--- src/rtl/mem_port_arbiter_pkg.sv ---
// Shared types for the LC-3b memory port arbiter: word/mask types, FSM state,
// grant source, and the tie-break decision used in IDLE.
package mem_port_arbiter_pkg;

  typedef logic [15:0] lc3b_word;
  typedef logic [1:0]  lc3b_mem_wmask;

  typedef enum logic [1:0] {IDLE, GRANT_I, GRANT_D} arb_state_t;
  typedef enum logic {SRC_I, SRC_D} arb_src_t;

  // Pick the side that owns the memory port for the next transaction.
  // rr_mode: 1 = round-robin (loser of last grant wins a tie),
  //          0 = D-priority unless the fetch side has been starved too long.
  function automatic arb_src_t pick_winner(input logic     req_i,
                                           input logic     req_d,
                                           input logic     rr_mode,
                                           input arb_src_t last_grant,
                                           input logic     starved);
    arb_src_t win;
    win = SRC_D;
    if (req_i && !req_d) begin
      win = SRC_I;
    end else if (req_i && req_d) begin
      if (rr_mode) begin
        win = (last_grant == SRC_D) ? SRC_I : SRC_D;
      end else begin
        win = starved ? SRC_I : SRC_D;
      end
    end
    return win;
  endfunction

endpackage

--- src/rtl/mem_port_arbiter.sv ---
// Shares one LC-3b memory port between instruction fetch (I) and load/store (D).
// The winning command is latched in IDLE and held on the memory port until
// mem_resp; a one-cycle IDLE bubble always follows each completion.
module mem_port_arbiter
  import mem_port_arbiter_pkg::*;
#(
  parameter int ADDR_W     = 16,
  parameter int DATA_W     = 16,
  parameter int MASK_W     = 2,
  parameter int ARB_MODE   = 0,
  parameter int STARVE_MAX = 3
) (
  input  logic              clk,
  input  logic              rst,
  input  logic              i_read,
  input  logic [ADDR_W-1:0] i_addr,
  output logic [DATA_W-1:0] i_rdata,
  output logic              i_resp,
  input  logic              d_read,
  input  logic              d_write,
  input  logic [ADDR_W-1:0] d_addr,
  input  logic [DATA_W-1:0] d_wdata,
  input  logic [MASK_W-1:0] d_wmask,
  output logic [DATA_W-1:0] d_rdata,
  output logic              d_resp,
  output logic              mem_read,
  output logic              mem_write,
  output logic [ADDR_W-1:0] mem_address,
  output logic [DATA_W-1:0] mem_wdata,
  output logic [MASK_W-1:0] mem_byte_enable,
  input  logic [DATA_W-1:0] mem_rdata,
  input  logic              mem_resp
);

  // Counter must hold STARVE_MAX; keep at least one bit when STARVE_MAX is 0.
  localparam int CNT_W = (STARVE_MAX < 1) ? 1 : $clog2(STARVE_MAX + 1);
  localparam logic [CNT_W-1:0] STARVE_LIM = CNT_W'(STARVE_MAX);
  localparam logic RR_MODE = (ARB_MODE == 0);

  arb_state_t        state;
  arb_src_t          last_grant;
  arb_src_t          winner;
  logic [CNT_W-1:0]  starve_cnt;
  logic [ADDR_W-1:0] cmd_addr;
  logic [DATA_W-1:0] cmd_wdata;
  logic [MASK_W-1:0] cmd_mask;
  logic              cmd_rd;
  logic              cmd_wr;
  logic              req_i;
  logic              req_d;

  assign req_i = i_read;
  assign req_d = d_read | d_write;

  // Tie-break for the current IDLE cycle.
  always_comb begin
    winner = pick_winner(req_i, req_d, RR_MODE, last_grant, starve_cnt == STARVE_LIM);
  end

  // Arbitration FSM: latch the winner's command in IDLE, hold it until mem_resp.
  always_ff @(posedge clk) begin
    if (rst) begin
      state      <= IDLE;
      cmd_addr   <= '0;
      cmd_wdata  <= '0;
      cmd_mask   <= '1;
      cmd_rd     <= 1'b0;
      cmd_wr     <= 1'b0;
      last_grant <= SRC_D;
      starve_cnt <= '0;
    end else begin
      case (state)
        IDLE: begin
          if (req_i || req_d) begin
            last_grant <= winner;
            if (winner == SRC_I) begin
              state      <= GRANT_I;
              cmd_addr   <= i_addr;
              cmd_wdata  <= '0;
              cmd_mask   <= '1;
              cmd_rd     <= 1'b1;
              cmd_wr     <= 1'b0;
              starve_cnt <= '0;
            end else begin
              state     <= GRANT_D;
              cmd_addr  <= d_addr;
              cmd_wdata <= d_wdata;
              cmd_mask  <= d_wmask;
              // Read+write together is illegal; it resolves to a write.
              cmd_rd    <= d_read & ~d_write;
              cmd_wr    <= d_write;
              if (!RR_MODE && req_i && (starve_cnt != STARVE_LIM)) begin
                starve_cnt <= starve_cnt + 1'b1;
              end
            end
          end
        end
        GRANT_I, GRANT_D: begin
          if (mem_resp) begin
            state  <= IDLE;
            cmd_rd <= 1'b0;
            cmd_wr <= 1'b0;
          end
        end
        default: begin
          state  <= IDLE;
          cmd_rd <= 1'b0;
          cmd_wr <= 1'b0;
        end
      endcase
    end
  end

  // Memory port is driven purely from the latched command.
  always_comb begin
    mem_read        = cmd_rd;
    mem_write       = cmd_wr;
    mem_address     = cmd_addr;
    mem_wdata       = cmd_wdata;
    mem_byte_enable = cmd_mask;
  end

  // Completion is routed to the granted side in the same cycle as mem_resp.
  always_comb begin
    i_resp  = (state == GRANT_I) && mem_resp;
    d_resp  = (state == GRANT_D) && mem_resp;
    i_rdata = mem_rdata;
    d_rdata = mem_rdata;
  end

endmodule

--- config.mk ---
export PLATFORM = sky130hd
export DESIGN_NAME = mem_port_arbiter
export DESIGN_NICKNAME = d
export VERILOG_FILES = /design/src/rtl/mem_port_arbiter_pkg.sv /design/src/rtl/mem_port_arbiter.sv
export SDC_FILE = /design/constraint.sdc
export NUM_CORES = 1
export LEC_CHECK = 0
export CAP_MARGIN = 40
export CORE_MARGIN = 5
export CORE_UTILIZATION = 31
export DETAILED_ROUTE_END_ITERATION = 16
export PLACE_DENSITY = 0.77
export SETUP_SLACK_MARGIN = 0.15
export SYNTH_ARGS = -nofsm -noshare
export SYNTH_HDL_FRONTEND = slang
export SYNTH_SLANG_ARGS = --single-unit
--- constraint.sdc ---
create_clock -name clk -period 1.55 [get_ports clk]
set_input_delay 0.155 -clock clk [delete_from_list [all_inputs] [get_ports clk]]
set_output_delay 0.155 -clock clk [all_outputs]
set_load 0.01 [all_outputs]
# Word level (Yosys, flattened, before mapping)
# Cells that the tools add are included.
# word_totals
ff_bits	39
in_bits	72
wordCells	41
# op_classes
n_eq_ne	4
mux	17
n_bitwise	3
reduce_logical	10
# ops
op	count
$mux 16	2
$mux 1	8
$mux 2	4
$logic_and 1x1->1	4
$ne 2x2->1 const B	2
$pmux 1 s2	2
$pmux 2 s2	1
$reduce_and 2->1	2
$eq 2x1->1 const B	1
$eq 2x2->1 const B	1
$logic_not 2->1	1
$reduce_or 2->1	1
$and 1x1->1	1
$logic_not 1->1	1
$logic_or 1x1->1	1
$not 1->1	1
$or 1x1->1	1

# Longest topological paths before layout
# Gate-level depths: netlist of run 1.
# depth
depth_word	7
ltp_mapped	7
depth_no_buf	5

# Worst setup path before layout of run 1
# No wires, ideal clock.
# synth_path
path_kind	reg2reg
start	register state[0]
end	register cmd_rd (netlist: mem_read)
setup_ps	71
arrival_ps	1417
required_time_ps	1479
slack_ps	62
path_stages_with_launch	6
period_less_slack_ps	1488
path_cell_list	dfxtp_1 -> inv_1 -> ha_1 -> nor2b_1 -> or4b_1 -> a21oi_1
# synth_via
elab_chain_len	4
elab_cells_between_ends	8
cone_classes	4 x eq/ne; 1 x mux; 3 x reduce/logical
# synth_rtl
element	line_no	rtl
start, declared	mem_port_arbiter.sv:40	arb_state_t state;
start signal, assigned	mem_port_arbiter.sv:63	state <= IDLE;
start signal, assigned	mem_port_arbiter.sv:77	state <= GRANT_I;
start signal, assigned	mem_port_arbiter.sv:85	state <= GRANT_D;
$eq 2x1->1 or $eq 2x2->1 (tied branches)	mem_port_arbiter.sv:72	case (state)
$reduce_or 2->1	mem_port_arbiter.sv:72	
$ne 2x2->1 (no line)	n/a	
$reduce_and 2->1 (no line)	n/a	
end signal, assigned	mem_port_arbiter.sv:90	cmd_rd <= d_read & ~d_write;
end, declared	mem_port_arbiter.sv:47	logic cmd_rd;
# Parallel ways exist; a longest one is shown, timed or not.
# A chain may end at the register's enable or synchronous reset.

# Final worst setup path of run 1
# layout_path
start	register state[0]
end	register cmd_addr[15] (netlist: mem_address[15])
# layout_via
elab_chain_len	2
# layout_rtl
element	line_no	rtl
$logic_not 2->1	mem_port_arbiter.sv:72	
$reduce_and 2->1 (no line)	n/a	
end signal, assigned	mem_port_arbiter.sv:78	cmd_addr <= i_addr;
end signal, assigned	mem_port_arbiter.sv:86	cmd_addr <= d_addr;
end, declared	mem_port_arbiter.sv:44	logic [ADDR_W-1:0] cmd_addr;
# Every way passes these cells.

==> flow_summary_export.csv, run 1 <==
group,metric,value,unit
cells_and_area,area_growth,61.0,%
sta,slew_headroom,81.7,%
hold_path,hp-class,"input pin to primary output",
synthesis,synthXorXnorAreaFrac,0,%
die,fp.dieH,88.9,um
route,drc,0,
setup_path,required,1.75,ns
global_route,grt_pass1_wl,8.60,mm
synthesis,synth_cell_type_count,31,
setup_path,cp_cell_sequence,"inv_2 -> ha_4 -> o31a_1 -> buf_4 -> buf_6 -> nor2_1 -> a311oi_2",
global_route,grt_pass1_vias,1776,
clock_tree,root_buffer,"clkbuf_8",
die,io_pins,142,
global_route,track_usage,14.1,%
die,die_area,7900,um^2
clock_tree,clk_latency,0.28,ns
route,routed_wl,6.24,mm
synthesis,synthMuxAreaShare,0,%
cells_and_area,mostFrequentLayoutCells,"90 x clkdlybuf4s50_1, 37 x dfxtp_1, 23 x buf_4",
status,status,"finished, final reports clean",
clock_tree,tritoncts,"built",
sta,slew_viol_final,0,
placed_design,dp_hpwl,4.34,mm
power_and_ir_drop,peakVddDrop,0.552,mV
setup_path,critPathMaxStageDelay,0.34,ns
clock_tree,tritoncts.num_buffers,5,
setup_path,crit_family,"compound AO/OA/AOI/OAI gates",
setup_path,cp-start-kind,"flip-flop",
clock_tree,cts_max_level,2,
power_and_ir_drop,p_per_area,1040,nW/um^2
route,postRouteAntennaNets,0,
synthesis,synth_top_family_by_area,"compound AO/OA/AOI/OAI gates",
setup_path,criticalPathCategory,"flip-flop to flip-flop",
sta,max_freq,0.682,GHz
route,vias_per_cell,5.01,
sta,whs,0.310,ns
clock_tree,path_clk_slew,0.08,ns
sta,setup_viol,0,
synthesis,avgSynthCellArea,9.32,um^2
setup_path,crit_buf_inv,3,
die,fp-row-count,28,
placed_design,numPortBuffers,93,
cells_and_area,final_nets,370,
clock_tree,cts_buffer_depth,2,
placed_design,place.gp.congestion,0.732,
synthesis,syn-cell-area,1930,um^2
global_route,grt_max_degree,25,
route,num_vias,1858,
route,drt-wirelength-per-cell,16.8,um
synthesis,synthCells,207,
die,initial_utilization,32.2,%
power_and_ir_drop,power_leakage,1.21,nW
cells_and_area,antenna_cells,0,
flow_run,maxCapViolations,0,
cells_and_area,layout-drive-gt1-share,28.0,%
route,dr.pass1.iters,4,
cells_and_area,layout_commonest_cell,"clkdlybuf4s50_1",
synthesis,synthSimpleGateAreaFrac,13.3,%
synthesis,seq_area_frac_synth,40.5,%
sta,finClkSkew,0.00408,ns
synthesis,ys_seq_elements,39,
clock_tree,numClockSinks,39,
synthesis,synthAdderAreaFrac,1.95,%
die,core-area,5990,um^2
synthesis,synth_warnings,0,
die,die_x,88.9,um
synthesis,synth_nets,282,
power_and_ir_drop,power,3.22,mW
route,drt_iter0_drc,49,
setup_path,crit_slowest_cell,"dfxtp_2",
sta,layout_min_cycle_time,1.47,ns
setup_path,critPathMaxFanout,5,
setup_path,arrival,1.67,ns
global_route,grt_overflow,0,
sta,rsz0062_at_grt,"yes",
setup_path,critPathCaptureType,"flip-flop",
sta,worst_pin_slew,0.271,ns
sta,fin_crit_sh,94.5,%
synthesis,synth-compound-area-share,25.1,%
sta,final_hold_viol_count,0,
global_route,grt_antenna_before_repair,0,
clock_tree,holdBufCountCts,0,
cells in the mapped netlist:
cell type,instances,share of area [%]
dfxtp_1,39,40
buf_4,37,14
o21ai_0,21,5.4
nor2_1,17,3.3
nand3_1,16,4.2
a22o_2,15,7.8
a311oi_1,15,6.8
a21oi_1,6,1.6
inv_1,6,1.2
buf_6,4,2.3
clkbuf_1,4,0.78
ha_1,3,1.9
nand4_1,3,0.97
and2_1,2,0.65
buf_2,2,0.52
nor3_1,2,0.52
a21boi_0,1,0.39
a22o_1,1,0.45
a311oi_2,1,0.78
a31oi_1,1,0.32
and4b_1,1,0.52
nand2_1,1,0.19
nand2b_1,1,0.32
nor2_8,1,1.0
nor2b_1,1,0.32
nor4b_1,1,0.45
o21ba_2,1,0.52
o21bai_2,1,0.58
o31a_1,1,0.45
or2_1,1,0.32
or4b_1,1,0.52
sequential cells by signal, indices dropped and copies added (netlist names):
signal / flops
mem_wdata: 16
last_grant: 1
state: 2
mem_address: 16
mem_read: 1
mem_byte_enable: 2
mem_write: 1
area by class of cell:
type	count	area, um^2
Clock inverter	2	12.5
Inverter	6	22.5
Multi-Input combinational cell	115	852
Fill cell	568	2880
Tap cell	75	93.8
Clock buffer	6	72.6
Sequential cell	39	783
Timing Repair Buffer	128	1270
path summary, 6_finish.rpt:
| kind | start | end | slack (ns) | cells after the start |
|---|---|---|---|---|
| min | mem_rdata[5] | d_rdata[5] | 0.31 | 0 |
| min reg2reg | mem_wdata[9]$_SDFFE_PP0P_ | mem_wdata[9]$_SDFFE_PP0P_ | 0.48 | 1 |
| max reg2reg | state[0]$_SDFFE_PP0P_ | mem_address[15]$_SDFFE_PP0P_ | 0.08 | 7 |
| max | state[0]$_SDFFE_PP0P_ | mem_address[15]$_SDFFE_PP0P_ | 0.08 | 7 |
what timing repair did:
item	CTS	global route
pin swaps	1	15
endpoints found under the hold margin	0	0
resized for setup	5	31
setup buffers	2	10
setup endpoints to repair	13	36
cloned	0	2
layer usage:
layer  track usage, %  part of all wire (%)  vias to the layer above
li1                 -                     -                      893
met4             5.77                   2.2                        0
met2             23.5                    48                       72
met3             4.24                   9.8                       19
met5                0                     0                        -
met1             16.9                    40                      874
kinds of logic after synthesis:
group           count (synthesis)
simple gates                   48
fa+ha+maj                       3
buf+inv                        53
compound gates                 64
flops                          39
power by group:
part,switching [mW],internal [mW]
sequential,0.0855,1.15
combinational,0.543,0.768
clock,0.364,0.315
total,0.993,2.23
through the flow:
step	cell area, um^2	instances	setup TNS [ns]	utilization, %	setup slack [ns]
after floorplan	1950	207	0	-	0.154
after global placement	2820	349	-1.04	47.1	-0.0849
after detailed placement	2820	349	-1.51	47.1	-0.0882
after CTS	2930	359	0	48.9	0.0828
after global routing	3110	371	0	51.9	0.0123
final	3110	371	0	51.9	0.0847
No activity file was read; power rests on OpenSTA's default activity.
==> run 2: changes to the inputs <==
--- a/config.mk
+++ b/config.mk
@@ -5,7 +5,6 @@
 export SDC_FILE = /design/constraint.sdc
 export NUM_CORES = 1
 export LEC_CHECK = 0
-export CAP_MARGIN = 40
 export CORE_MARGIN = 5
 export CORE_UTILIZATION = 31
 export DETAILED_ROUTE_END_ITERATION = 16
==> results of run 2 <==
Same layout as run 1: the final DEF is identical, and so are final timing and power.
